<file path="config.mk">
export PLATFORM = sky130hd
export DESIGN_NAME = ram_client_adapter
export DESIGN_NICKNAME = d
export VERILOG_FILES = /design/src/rtl/ram_client_adapter.sv
export SDC_FILE = /design/constraint.sdc
export NUM_CORES = 1
export LEC_CHECK = 0
export BUFFER_PORTS_ARGS = -buffer_cell sky130_fd_sc_hd__buf_2
export CAP_MARGIN = 20
export CELL_PAD_IN_SITES_DETAIL_PLACEMENT = 0
export CELL_PAD_IN_SITES_GLOBAL_PLACEMENT = 2
export CORE_UTILIZATION = 37
export DETAILED_ROUTE_END_ITERATION = 6
export PLACE_DENSITY_LB_ADDON = 0.1
export SLEW_MARGIN = 20
export SYNTH_ARGS = -nofsm -noshare
export SYNTH_HDL_FRONTEND = slang
export SYNTH_SLANG_ARGS = --single-unit
</file>
<file path="constraint.sdc">
create_clock -name clk -period 3.42 [get_ports clk]
set_clock_uncertainty 0.2 [all_clocks]
set_input_delay 0.513 -clock clk [delete_from_list [all_inputs] [get_ports clk]]
set_output_delay 0.513 -clock clk [all_outputs]
set_load 0.02 [all_outputs]
</file>
<file path="src/rtl/ram_client_adapter.sv">
// ram_client_adapter: client-side master for the single-port RAM interface.
// Turns a valid/ready request stream into RAM client accesses, holds each
// access stable while the RAM stalls, and queues read data in a small
// response FIFO that is drained through a valid/ready response port.
// Optional build macro: RAM_CLIENT_WRITE_ACK_EN (writes also return a zero ack).
module ram_client_adapter #(
    parameter int ADDR_WIDTH = 32,
    parameter int DATA_WIDTH = 32,
    parameter int RESP_DEPTH = 4,
    localparam int BYTE_COUNT = DATA_WIDTH / 8
) (
    input  logic                  clk,
    input  logic                  reset,
    input  logic                  req_valid,
    output logic                  req_ready,
    input  logic [ADDR_WIDTH-1:0] req_addr,
    input  logic                  req_we,
    input  logic [BYTE_COUNT-1:0] req_be,
    input  logic [DATA_WIDTH-1:0] req_wdata,
    output logic                  resp_valid,
    input  logic                  resp_ready,
    output logic [DATA_WIDTH-1:0] resp_rdata,
    output logic                  ram_en,
    output logic [ADDR_WIDTH-1:0] ram_addr,
    output logic [DATA_WIDTH-1:0] ram_data_w,
    output logic                  ram_we,
    output logic [BYTE_COUNT-1:0] ram_be,
    input  logic [DATA_WIDTH-1:0] ram_data_r,
    input  logic                  ram_delay,
    output logic                  busy
);

    localparam int PW = $clog2(RESP_DEPTH);
    localparam int CW = PW + 1;
    localparam logic [CW:0] DEPTH_C = (CW+1)'(RESP_DEPTH);

    typedef enum logic {IDLE, ISSUE} state_t;

    state_t                state_q, state_d;
    logic [ADDR_WIDTH-1:0] addr_q, addr_d;
    logic [DATA_WIDTH-1:0] wdata_q, wdata_d;
    logic                  we_q, we_d;
    logic [BYTE_COUNT-1:0] be_q, be_d;
    logic                  pend_q, pend_d;

    logic [DATA_WIDTH-1:0] mem_q [RESP_DEPTH];
    logic [PW-1:0]         wr_ptr_q, rd_ptr_q;
    logic [CW-1:0]         cnt_q, cnt_d;

    logic                  fire, accept, push, pop, issuing;
    logic [1:0]            inflight;
    logic [DATA_WIDTH-1:0] push_data;

    assign issuing = (state_q == ISSUE);
    assign accept  = issuing && !ram_delay;
    assign push    = pend_q;
    assign pop     = resp_valid && resp_ready;

`ifdef RAM_CLIENT_WRITE_ACK_EN
    logic pend_rd_q;
    // Every accepted access leaves a capture slot; remember whether it was a read.
    always_ff @(posedge clk) begin
        if (reset) pend_rd_q <= 1'b0;
        else       pend_rd_q <= accept && !we_q;
    end
    assign pend_d    = accept;
    assign inflight  = {1'b0, issuing} + {1'b0, pend_q};
    assign push_data = pend_rd_q ? ram_data_r : '0;
`else
    assign pend_d    = accept && !we_q;
    assign inflight  = {1'b0, issuing && !we_q} + {1'b0, pend_q};
    assign push_data = ram_data_r;
`endif

    // Credit covers queued entries plus reads not yet captured; a same-cycle
    // pop is deliberately ignored so resp_ready never reaches req_ready.
    assign req_ready = !reset && (!issuing || !ram_delay) &&
                       (({1'b0, cnt_q} + {{(CW-1){1'b0}}, inflight}) < DEPTH_C);
    assign fire      = req_valid && req_ready;

    assign ram_en     = issuing;
    assign ram_addr   = addr_q;
    assign ram_data_w = wdata_q;
    assign ram_we     = we_q;
    assign ram_be     = be_q;
    assign resp_valid = (cnt_q != '0);
    assign resp_rdata = mem_q[rd_ptr_q];
    assign busy       = issuing || pend_q || resp_valid;

    // Next state and access registers: load on fire, hold while stalled.
    always_comb begin
        state_d = state_q;
        addr_d  = addr_q;
        wdata_d = wdata_q;
        we_d    = we_q;
        be_d    = be_q;
        case (state_q)
            IDLE: begin
                if (fire) state_d = ISSUE;
            end
            ISSUE: begin
                if (!ram_delay && !fire) state_d = IDLE;
            end
            default: state_d = IDLE;
        endcase
        if (fire) begin
            addr_d  = req_addr;
            wdata_d = req_wdata;
            we_d    = req_we;
            be_d    = req_be;
        end
    end

    // FSM state, RAM-facing access registers and the capture-pending flag.
    always_ff @(posedge clk) begin
        if (reset) begin
            state_q <= IDLE;
            addr_q  <= '0;
            wdata_q <= '0;
            we_q    <= 1'b0;
            be_q    <= '0;
            pend_q  <= 1'b0;
        end else begin
            state_q <= state_d;
            addr_q  <= addr_d;
            wdata_q <= wdata_d;
            we_q    <= we_d;
            be_q    <= be_d;
            pend_q  <= pend_d;
        end
    end

    // Occupancy: simultaneous push and pop leave it unchanged.
    always_comb begin
        cnt_d = cnt_q;
        if (push && !pop)      cnt_d = cnt_q + CW'(1);
        else if (!push && pop) cnt_d = cnt_q - CW'(1);
    end

    // Response FIFO storage and pointers; reset clears the entries so the head reads zero.
    always_ff @(posedge clk) begin
        if (reset) begin
            for (int i = 0; i < RESP_DEPTH; i++) mem_q[i] <= '0;
            wr_ptr_q <= '0;
            rd_ptr_q <= '0;
            cnt_q    <= '0;
        end else begin
            if (push) begin
                mem_q[wr_ptr_q] <= push_data;
                wr_ptr_q        <= wr_ptr_q + PW'(1);
            end
            if (pop) rd_ptr_q <= rd_ptr_q + PW'(1);
            cnt_q <= cnt_d;
        end
    end

    // Credit accounting must make a push into a full FIFO impossible.
    a_no_overflow: assert property (@(posedge clk) disable iff (reset)
        !(push && (cnt_q == CW'(RESP_DEPTH))));

endmodule

</file>
==> results.cfg <==
[timing]
relSlewSlack = 0.381
fmax_ghz = 0.356
timing.final.crit_share = 0.820
tightest_slew_ps = 928
maxSlewViolCount = 0
rsz0062_at_grt = false
period_needed_ps = 2810
setup_tns_ps = 0
hold_viol = 0
finalSetupViolCount = 0

[placement]
portBuffers = 210
dp_hpwl_um = 12500
gp_congestion = 0.713

[cells_and_area]
fin_util = 0.477
drive_gt1_frac = 0.441
area_delta_synth_final_pct = 25.1
nNetsFinal = 912

[detailed_routing]
detail-route-antenna-nets = 0
routedWlPerCell_um = 17.3
first_pass_iters = 4
drc = 0
vias_per_cell = 4.62
vias = 5235
drt-initial-drc-count = 160
wl_um = 19600

[critical_path]
crit_chain = buf_12 > mux4_2 > buf_2
crit_arrival_ps = 2090
critPathSlowestCell = dfxtp_2
rr_worst_depth = 6
cp_max_fo = 24
critPathTopFamily = flip-flops
critPathLaunchType = flop
critPathRequiredTime_ps = 2710
path_buf_inv = 2
end_kind = primary output
r2r-start = ram_en
slowest_delay_ps = 560
path_depth = 3
endpoint = resp_rdata[5]
r2r_end = ram_addr[1]
worstSetupPathType = reg -> out
regToRegSetupSlack_ps = 930

[floorplan]
core-area_mm2 = 0.0228
start_util = 0.381
die_w_um = 155
die_h_um = 155
boundaryPins = 211
rows = 55
die_area_mm2 = 0.0242

[power_and_ir_drop]
power_density_mw_per_mm2 = 611
p_int_mw = 4.82
ir_worst_vdd_mv = 0.331
p_sw_frac = 0.276
power_switching_mw = 1.83
power_frac_clock = 0.347
leakagePower_nw = 4.65
seqPwrFrac = 0.454
design_power_total_mw = 6.65
p_comb_frac = 0.199

[clock_tree]
clk_latency_ps = 510
cts_hold_buf = 5
cts.sinks = 208
clk_pin_slew_ps = 60
h-tree-depth = 1
clock_tree.root_cell = clkbuf_16
clock_path_buffers = 3
cts_setup_buffers = 0
cts.repair.resized = 0
cts_made_buffers = 24
cts_tree = built

[global_routing]
grt_pass1_wl_um = 30600
antenna_found_initial = 2
grt_pass1_vias = 5666
grt_max_degree = 54
track_usage = 0.165
grt_overflow = 0

[job]
maxCapViolCount = 0

[synthesis]
ys_ff_latch = 208
syn_nets = 693
synth_cell_type_count = 35
yosys_warnings = 0
synth_cells = 584
postSynthAreaPerCell_um2 = 14.9
syn-cell-area_mm2 = 0.00871
ys_seq_area_frac = 0.625

[hold_path]
min-delay-start = req_wdata[11]
hold_path_class = in -> reg

[status]
status = finished, final reports clean
power groups by stage:
stage,Clock [mW],Sequential [mW],Combinational (mW)
3_5_place_dp,0,3.08,1.34
5_1_grt,2.49,3.05,1.43
2_1_floorplan,0,3.19,0.762
6_report,2.31,3.02,1.32
4_1_cts,2.39,3.03,1.35
3_3_place_gp,0,3.07,1.33
layer usage:
metal | GRT usage | wire length, um
met4 | 0.0387 | 401
met5 | 0 | 0
met2 | 0.295 | 9770
met1 | 0.185 | 7670
met3 | 0.0618 | 1800
logic make-up (layout without fill, tap and decap cells):
logic type | count (synthesis) | count (layout) | share of synthesized area
AOI/OAI and AO/OA | 10 | 10 | 0.0106
DFF | 208 | 208 | 0.625
other | 0 | 2 | 0
and+or+nand+nor | 218 | 218 | 0.157
muxes | 102 | 102 | 0.173
xor gates and xnor gates | 6 | 6 | 0.00603
buffers and inverters | 37 | 271 | 0.0228
adders and majority gates | 3 | 3 | 0.00517
cell usage after synthesis:
library cell / n / area share
and2_1: 128 / 0.092
a31o_2: 1 / 0.0010
and2b_1: 17 / 0.015
and3b_1: 1 / 0.0010
mux2_2: 65 / 0.084
ha_1: 2 / 0.0029
buf_6: 7 / 0.0090
o2111ai_4: 1 / 0.0030
inv_1: 2 / 0.00086
mux4_2: 32 / 0.083
o311ai_0: 1 / 0.0010
a21oi_2: 1 / 0.0010
clkbuf_1: 20 / 0.0086
a21oi_1: 2 / 0.0011
fa_1: 1 / 0.0023
nor3b_1: 1 / 0.00086
nor2_1: 8 / 0.0034
or2_2: 2 / 0.0014
mux2i_1: 1 / 0.0011
xnor2_1: 1 / 0.0010
o21bai_1: 1 / 0.00086
nor2b_1: 54 / 0.039
edfxtp_1: 128 / 0.44
o211a_1: 1 / 0.0011
buf_1: 2 / 0.00086
nor3_1: 1 / 0.00057
xor2_1: 5 / 0.0050
o31ai_1: 1 / 0.00086
dfxtp_1: 80 / 0.18
mux2_1: 4 / 0.0052
nand2_1: 2 / 0.00086
or3_1: 3 / 0.0022
buf_2: 6 / 0.0034
o21ai_0: 1 / 0.00057
nor4b_2: 1 / 0.0017
worst min-delay path by stage:
| stage | endpoint | depth (start not counted) |
|---|---|---|
| after floorplan | flop | 2 |
| after global placement | flop | 2 |
| after detailed placement | flop | 2 |
| after CTS | ram_data_w[11] | 2 |
| after global routing | ram_addr[17] | 2 |
| final | ram_data_w[11] | 2 |
worst reg2reg max path: stages (launching register included):
cell and delay, ps:
dfxtp_1 330, nor2b_1 150, ha_1 280, a21oi_2 70
o2111ai_4 580, buf_12 360, mux2_2 400
cell type report:
cell class	count	area, um2
Sequential cell	208	5450
Clock inverter	6	40.0
Clock buffer	35	662
Inverter	2	7.51
Tap cell	313	392
Fill cell	2130	12000
Multi-Input combinational cell	339	3090
Antenna cell	2	5.00
Timing Repair Buffer	228	1250
cells in the final DEF, fill, tap and decap left out, types with 8 or more instances in the layout:
master	n
buf_2	210
and2_1	128
edfxtp_1	128
dfxtp_1	78
mux2_2	65
nor2b_1	54
mux4_2	32
clkbuf_16	24
and2b_1	17
clkbuf_1	9
buf_4	9
nor2_1	8
flip-flops by register name (all words and copies together), names as in the netlist, named ones only:
register    count
ram_addr       32
ram_we          1
ram_be          4
cnt_q           3
pend_q          1
mem_q         128
rd_ptr_q        2
ram_en          1
wr_ptr_q        2
ram_data_w     32
metrics by stage:
stage / instances / hold WS [ps] / instance area (um2) / setup WS [ps]
final: 1133 / 23.2 / 10900 / 615
after global routing: 1131 / 5.46 / 10900 / 468
after CTS: 1131 / 0.884 / 10900 / 525
after detailed placement: 1085 / 322 / 10100 / 889
after global placement: 1085 / 298 / 10100 / 958
after floorplan: 584 / 285 / 8710 / 699
Note: power is estimated with default switching activity, not from simulation.
